File: config.mk
export PLATFORM = sky130hd
export DESIGN_NAME = grv_stats_monitor
export DESIGN_NICKNAME = d
export VERILOG_FILES = /design/src/rtl/grv_stats_monitor.sv
export SDC_FILE = /design/constraint.sdc
export NUM_CORES = 1
export LEC_CHECK = 0
export ABC_AREA = 1
export CAP_MARGIN = 20
export CORE_ASPECT_RATIO = 1.4
export CORE_MARGIN = 2
export CORE_UTILIZATION = 58
export CTS_BUF_LIST = sky130_fd_sc_hd__clkbuf_8
export CTS_CLUSTER_SIZE = 16
export DETAILED_ROUTE_END_ITERATION = 10
export PLACE_DENSITY = 0.8
export SLEW_MARGIN = 30
export SYNTH_ARGS = -nofsm -noshare
export SYNTH_HDL_FRONTEND = slang
export SYNTH_SLANG_ARGS = --single-unit
File: constraint.sdc
create_clock -name clk -period 3.8 [get_ports clk]
set_clock_uncertainty 0.2 [all_clocks]
set_input_delay 0.38 -clock clk [delete_from_list [all_inputs] [get_ports clk]]
set_output_delay 0.38 -clock clk [all_outputs]
set_load 0.01 [all_outputs]
File: src/rtl/grv_stats_monitor.sv
// Block statistics monitor for a Gaussian sample stream: mean, mean square,
// peak magnitude and tail-event count over blocks of 2^LOG2N samples.
module grv_stats_monitor #(
  parameter int unsigned LOG2N    = 10,
  parameter logic [15:0] TAIL_THR = 16'd6144
) (
  input  logic             clk,
  input  logic             reset,
  input  logic             enable,
  input  logic [15:0]      grv,
  input  logic             outputvalid,
  input  logic             result_ack,
  output logic [15:0]      mean,
  output logic [31:0]      meansq,
  output logic [15:0]      peak,
  output logic [LOG2N:0]   tail_count,
  output logic             result_valid,
  output logic             missed
);

  localparam int unsigned SumW = 16 + LOG2N;
  localparam int unsigned SqW  = 32 + LOG2N;
  localparam int unsigned CntW = LOG2N + 1;
  localparam logic [CntW-1:0] LastCnt = CntW'((64'd1 << LOG2N) - 64'd1);

  typedef enum logic [1:0] {StIdle, StAccum, StReport} state_e;

  state_e          state_q, state_d;
  logic [SumW-1:0] sum_q, sum_d;
  logic [SqW-1:0]  sumsq_q, sumsq_d;
  logic [CntW-1:0] cnt_q, cnt_d;
  logic [15:0]     pk_acc_q, pk_acc_d;
  logic [CntW-1:0] tail_acc_q, tail_acc_d;
  logic [15:0]     mean_q, mean_d;
  logic [31:0]     meansq_q, meansq_d;
  logic [15:0]     peak_q, peak_d;
  logic [CntW-1:0] tail_q, tail_d;
  logic            valid_q, valid_d;
  logic            missed_q, missed_d;

  // Per-sample arithmetic; abs is 17 bits so -32768 maps exactly to 32768.
  logic [16:0]     abs17;
  logic [15:0]     abs_sat;
  logic [31:0]     sq;
  logic            tail_hit;
  logic [SumW-1:0] sum_acc;
  logic [SqW-1:0]  sumsq_acc;
  logic [15:0]     pk_acc;
  logic [CntW-1:0] tail_acc;

  // Candidate accumulator values if the current sample is accepted.
  always_comb begin
    abs17     = grv[15] ? (17'd0 - {1'b1, grv}) : {1'b0, grv};
    abs_sat   = (abs17 > 17'd32767) ? 16'h7FFF : abs17[15:0];
    // abs17[16] is never set (max magnitude is 32768), so 16 bits suffice here.
    sq        = {16'd0, abs17[15:0]} * {16'd0, abs17[15:0]};
    tail_hit  = (abs17 >= {1'b0, TAIL_THR});
    sum_acc   = sum_q + {{LOG2N{grv[15]}}, grv};
    sumsq_acc = sumsq_q + SqW'(sq);
    pk_acc    = (abs_sat > pk_acc_q) ? abs_sat : pk_acc_q;
    tail_acc  = tail_acc_q + CntW'(tail_hit);
  end

  // Next-state logic for the FSM, accumulators and result registers.
  always_comb begin
    state_d    = state_q;
    sum_d      = sum_q;
    sumsq_d    = sumsq_q;
    cnt_d      = cnt_q;
    pk_acc_d   = pk_acc_q;
    tail_acc_d = tail_acc_q;
    mean_d     = mean_q;
    meansq_d   = meansq_q;
    peak_d     = peak_q;
    tail_d     = tail_q;
    valid_d    = valid_q;
    missed_d   = missed_q;
    unique case (state_q)
      StIdle: begin
        if (enable) begin
          sum_d      = '0;
          sumsq_d    = '0;
          cnt_d      = '0;
          pk_acc_d   = '0;
          tail_acc_d = '0;
          missed_d   = 1'b0;
          state_d    = StAccum;
        end
      end
      StAccum: begin
        if (outputvalid) begin
          sum_d      = sum_acc;
          sumsq_d    = sumsq_acc;
          cnt_d      = cnt_q + CntW'(1);
          pk_acc_d   = pk_acc;
          tail_acc_d = tail_acc;
          if (cnt_q == LastCnt) begin
            // Low bits of the shifted sums; the slice is the arithmetic shift.
            mean_d   = sum_acc[LOG2N +: 16];
            meansq_d = sumsq_acc[LOG2N +: 32];
            peak_d   = pk_acc;
            tail_d   = tail_acc;
            valid_d  = 1'b1;
            state_d  = StReport;
          end
        end
      end
      StReport: begin
        if (outputvalid) missed_d = 1'b1;
        if (result_ack) begin
          valid_d = 1'b0;
          if (enable) begin
            // Back-to-back restart keeps the missed flag for the consumer.
            sum_d      = '0;
            sumsq_d    = '0;
            cnt_d      = '0;
            pk_acc_d   = '0;
            tail_acc_d = '0;
            state_d    = StAccum;
          end else begin
            state_d = StIdle;
          end
        end
      end
      default: state_d = StIdle;
    endcase
  end

  // State registers with asynchronous active-low reset.
  always_ff @(posedge clk or negedge reset) begin
    if (!reset) begin
      state_q    <= StIdle;
      sum_q      <= '0;
      sumsq_q    <= '0;
      cnt_q      <= '0;
      pk_acc_q   <= '0;
      tail_acc_q <= '0;
      mean_q     <= '0;
      meansq_q   <= '0;
      peak_q     <= '0;
      tail_q     <= '0;
      valid_q    <= 1'b0;
      missed_q   <= 1'b0;
    end else begin
      state_q    <= state_d;
      sum_q      <= sum_d;
      sumsq_q    <= sumsq_d;
      cnt_q      <= cnt_d;
      pk_acc_q   <= pk_acc_d;
      tail_acc_q <= tail_acc_d;
      mean_q     <= mean_d;
      meansq_q   <= meansq_d;
      peak_q     <= peak_d;
      tail_q     <= tail_d;
      valid_q    <= valid_d;
      missed_q   <= missed_d;
    end
  end

  assign mean         = mean_q;
  assign meansq       = meansq_q;
  assign peak         = peak_q;
  assign tail_count   = tail_q;
  assign result_valid = valid_q;
  assign missed       = missed_q;

endmodule

==> run metrics, run 1 <==
Yosys top cell by area dfrtp_1; # IOs 98; most frequent cell after synthesis nand2_1; Error [ERROR GRT-0232] Routing congestion too high. Check the congestion heatmap in the GUI.; clock sink count 185; worst_ep grt meansq[28]$_DFFE_PN0P_/D; total grt overflow 9; root buffer cell clkbuf_8; die extent in x approximately 160 um; Worst EP kind register input; clock buffer depth 2; RePlAce Congestion slightly below 1; synth top area cells dfrtp_1 (24%), fa_1 (20%), nand2_1 (16%); H-tree lvl count 4; Post-Syn Instances 2691; Synth Cell Area 19600 um2; EDFF count, synth 0; YS warnings 0; Last stage global routing; largest net degree at the start of global routing slightly below 80; outcome stopped before the end; Most used DFF post-synth dfrtp_1; hpwl dp ~53000 um; IO Port Bufs 97; Synth top cells by count nand2_1 (815), inv_1 (574), nor2_1 (199); synth unique cells 50; Synth async-reset ratio 1.00; Yosys top cell area share 0.236; CTS Buf Count 17; Initial Util 0.589; row count 79; Syn Area/Cell roughly 7.3 um2; Total Routing Usage GR 0.548; #FFs+latches synth ~190; post-synthesis sequential area ratio 0.236; die height between 200 and 250 um
-- through the flow --
stage | hold slack (ps) | utilization | cell area (um2) | worst slack [ps] | instances
after floorplan | -116 | - | 20400 | -2240 | 2701
after global placement | 260 | 0.712 | 23700 | -3590 | 3465
after detailed placement | 266 | 0.713 | 23700 | -3700 | 3466
after CTS | 164 | 0.789 | 26300 | -2250 | 3556
-- logic make-up after synthesis --
logic type | after synthesis | synth area share
other | 2 | 0.000383
AND/OR/NAND/NOR | 1304 | 0.277
buffers and inverters | 646 | 0.128
multiplexers | 2 | 0.00108
XOR/XNOR | 26 | 0.0116
flip-flops | 185 | 0.236
AO/OA/AOI/OAI | 180 | 0.0504
adder cells (fa/ha/maj) | 346 | 0.295
-- metal layers --
layer | global-route usage | overflow
met3 | 0.289 | 1
met4 | 0.546 | 3
met5 | 0.00413 | 0
met2 | 0.797 | 5
met1 | 0.550 | 0
-- what timing repair did --
item | in CTS
hold buffers | 1
endpoints found under the setup margin | 71
hold endpoints to repair | 74
buffers inserted | 69
resized for setup | 520
gates cloned | 0
pin swaps | 263
==> run 2, diff against run 1 <==
--- a/config.mk
+++ b/config.mk
@@ -7,13 +7,10 @@
 export LEC_CHECK = 0
 export ABC_AREA = 1
 export CAP_MARGIN = 20
-export CORE_ASPECT_RATIO = 1.4
 export CORE_MARGIN = 2
-export CORE_UTILIZATION = 58
-export CTS_BUF_LIST = sky130_fd_sc_hd__clkbuf_8
-export CTS_CLUSTER_SIZE = 16
+export CORE_UTILIZATION = 40
 export DETAILED_ROUTE_END_ITERATION = 10
-export PLACE_DENSITY = 0.8
+export PLACE_DENSITY_LB_ADDON = 0.15
 export SLEW_MARGIN = 30
 export SYNTH_ARGS = -nofsm -noshare
 export SYNTH_HDL_FRONTEND = slang
==> constraint.sdc (replaced) <==
create_clock -name clk -period 4.9 [get_ports clk]
set_clock_uncertainty 0.2 [all_clocks]
set_input_delay 0.49 -clock clk [delete_from_list [all_inputs] [get_ports clk]]
set_output_delay 0.49 -clock clk [all_outputs]
set_load 0.01 [all_outputs]
==> run 2 against run 1 <==
  * The flow now finishes, with violations (negative setup slack)
  * Synthesized area unchanged
  * Synthesized cell count unchanged
==> run metrics, run 2 <==
YS warnings 0 (unchanged); design area roughly 27000 um2; commonest non-fill, non-tap cell in the layout nand2_1; CP peak stage delay 580 ps; core area 48600 um2; Max Fclk between 150 and 200 MHz; met2 WL ~32000 um; final hold vios 0; die extent in x 225 um (was 159 um); number of global-route vias before repair 19.0k; Max-Cap Viols 0; Slew Viols, Final 0; routed vias/inst 4.90; first-pass GRT wire length between 100000 and 150000 um; Post-Syn Instances 2691 (unchanged); # IOs 98 (unchanged); Area after DPL 23800 um2 (was 23700 um2); most frequent cells in the layout nand2_1 (636), inv_1 (490), buf_4 (285); largest net degree at the start of global routing 98; met3 WL 3170 um; #FFs+latches synth 185 (unchanged); EDFF count, synth 0 (unchanged); DR iter-0 viols 1082; DRT antenna net count 0; H-tree lvl count 4 (unchanged); clock-pin transition on the worst setup and hold timing paths 70 ps; drt first pass iters 5; root buffer cell clkbuf_16 (was clkbuf_8); hpwl dp 51800 um (was 52800 um); IO Port Bufs 97 (unchanged); antenna violations before repair 3; Least-Margin Pin Slew approximately 830 ps; Initial Util 0.403 (was 0.589); Top Metal Used met4; Worst EP required approximately 5000 ps; clock period minus worst slack 6200 ps; outcome finished with violations (was stopped before the end); nets@finish roughly 3.5k; Biggest register sumsq_q; Hold Crit Class reg -> reg; Yosys top cell area share 0.236 (unchanged); crit path buf inv count 12; clock buffer depth 2 (unchanged); final wirelength 66300 um; RSZ-0062 raised after global routing yes; worst setup margin -1300 ps; Period Utilization, post-route 1.27; DRT met1 WL between 20000 and 30000 um; Worst Path Arrival 6370 ps; layout cells sized above 1 0.292; die footprint ~51000 um2; worst skew pair latency 520 ps; Most used DFF post-synth dfrtp_1 (unchanged); synth top area cells dfrtp_1 (24%), fa_1 (20%), nand2_1 (16%) (unchanged); family with the most delay on the worst path adder cells; crit end category register; filler cell count 4529; multi-input logic area 14800 um2; max reg flops 42; slowest cell on the critical path fa_2; failing checks negative setup slack; CTS Buf Count 17 (unchanged); clock sink count 185 (unchanged); CTS tree yes; DRC viols 0; Synth async-reset ratio 1.00 (unchanged); Synth Cell Area 19600 um2 (unchanged); Avg WL per Cell about 18 um; Syn-to-layout area delta 37.0%; type of origin of the critical path primary input; endpoints failing setup between 60 and 70; die height 225 um (was 222 um); Syn Area/Cell 7.29 um2 (unchanged); Synth top cells by count nand2_1 (815), inv_1 (574), nor2_1 (199) (unchanged); row count 81 (was 79); post-synthesis sequential area ratio 0.236 (unchanged); synth unique cells 50 (unchanged); Total Routing Usage GR 0.271; Max FO, Critical Path 6; Setup CP Type in -> reg; Setup TNS -74820 ps; relative max-transition margin 0.446; total grt overflow 0; most frequent cell after synthesis nand2_1 (unchanged); via count ~18k; Yosys top cell by area dfrtp_1 (unchanged); FF+latch area between 4000 and 5000 um2; RePlAce Congestion 0.985 (was 0.992)
==> run 2: timing repair <==
item                                    in CTS  in global routing
cloned                                       1                  0
gates resized for setup                    296                298
endpoints found under the setup margin      69                 68
pin swaps                                  141                211
hold buffers                                 1                  0
setup buffers                               40                 38
endpoints found under the hold margin       88                  0
==> run 2: path summary, 6_finish.rpt <==
| kind | startpoint | to | slack (ps) | cells after the start |
|---|---|---|---|---|
| worst max-delay path | grv[14] | sumsq_q[34] | -1300 | 31 |
| worst min-delay path | meansq[17] | meansq[17] | 270 | 2 |
| worst max register to register | sumsq_q[14] | meansq[23] | 560 | 19 |
| worst min register to register | meansq[17] | meansq[17] | 270 | 2 |
| max in group asynchronous | reset | sumsq_q[34] | 3030 | 3 |
| min in group asynchronous | reset | sum_q[4] | 380 | 2 |
==> run 2: metal layers <==
| layer | GRT usage | vias up |
|---|---|---|
| met5 | 0 | - |
| met4 | 0.0955 | 0 |
| met3 | 0.0403 | 99 |
| met2 | 0.456 | 406 |
| met1 | 0.356 | 8837 |
| li1 | - | 8980 |
==> run 2: cell families (layout without fill, tap and decap cells) <==
kind of cell | count (synthesis) | count (layout) | share of synthesized area
AOI/OAI and AO/OA | 180 | 180 | 0.0504
xor gates and xnor gates | 26 | 26 | 0.0116
adders and majority gates | 346 | 346 | 0.295
buffers and inverters | 646 | 1059 | 0.128
DFF | 185 | 185 | 0.236
muxes | 2 | 2 | 0.00108
other | 2 | 13 | 0.000383
and+or+nand+nor | 1304 | 1304 | 0.277
==> run 2: per-stage QoR <==
stage	utilization	setup WS [ps]	instances	hold slack [ps]
finish	0.552	-1300	3737	273
global route	0.552	-1520	3736	294
CTS	0.529	-1330	3705	284
detailed placement	0.490	-2520	3633	265
global placement	0.490	-2470	3633	258
floorplan	-	-1250	2701	-5.59
==> run 2: cell type report <==
cell class                 count  area share
multi-input combinational   1870       0.549
sequential                   185       0.172
timing repair buffer         440       0.143
inverter                     587      0.0851
tap                          622      0.0290
clock buffer                  22      0.0176
clock inverter                10     0.00396
antenna                        1   0.0000931
==> run 2: worst register-to-register path, cell delays in order (launching register included) <==
cell and delay [ps]:
dfrtp_1 320, inv_1 100, fa_1 550, inv_1 50, fa_1 490, fa_1 540, inv_1 50, fa_1 490
inv_2 40, ha_4 330, nand2_4 90, nor2_4 180, nand2_4 90, o21ai_4 240, buf_6 150, nand2_4 40
nand2_2 70, nand2_2 70, nand3_2 80, nand2_1 70
Power of run 2 is left out: the tool's default activity adds up to more than one toggle a clock period on the data nets, which glitch-free logic cannot reach.
==> run 3, diff against run 2 <==
--- a/config.mk
+++ b/config.mk
@@ -6,6 +6,7 @@
 export NUM_CORES = 1
 export LEC_CHECK = 0
 export ABC_AREA = 1
+export ABC_CLOCK_PERIOD_IN_PS = 4900
 export CAP_MARGIN = 20
 export CORE_MARGIN = 2
 export CORE_UTILIZATION = 40
==> results of run 3 <==
Final layout, timing and power as in run 2 (identical DEF).
Power of run 3 is left out for the same reason.
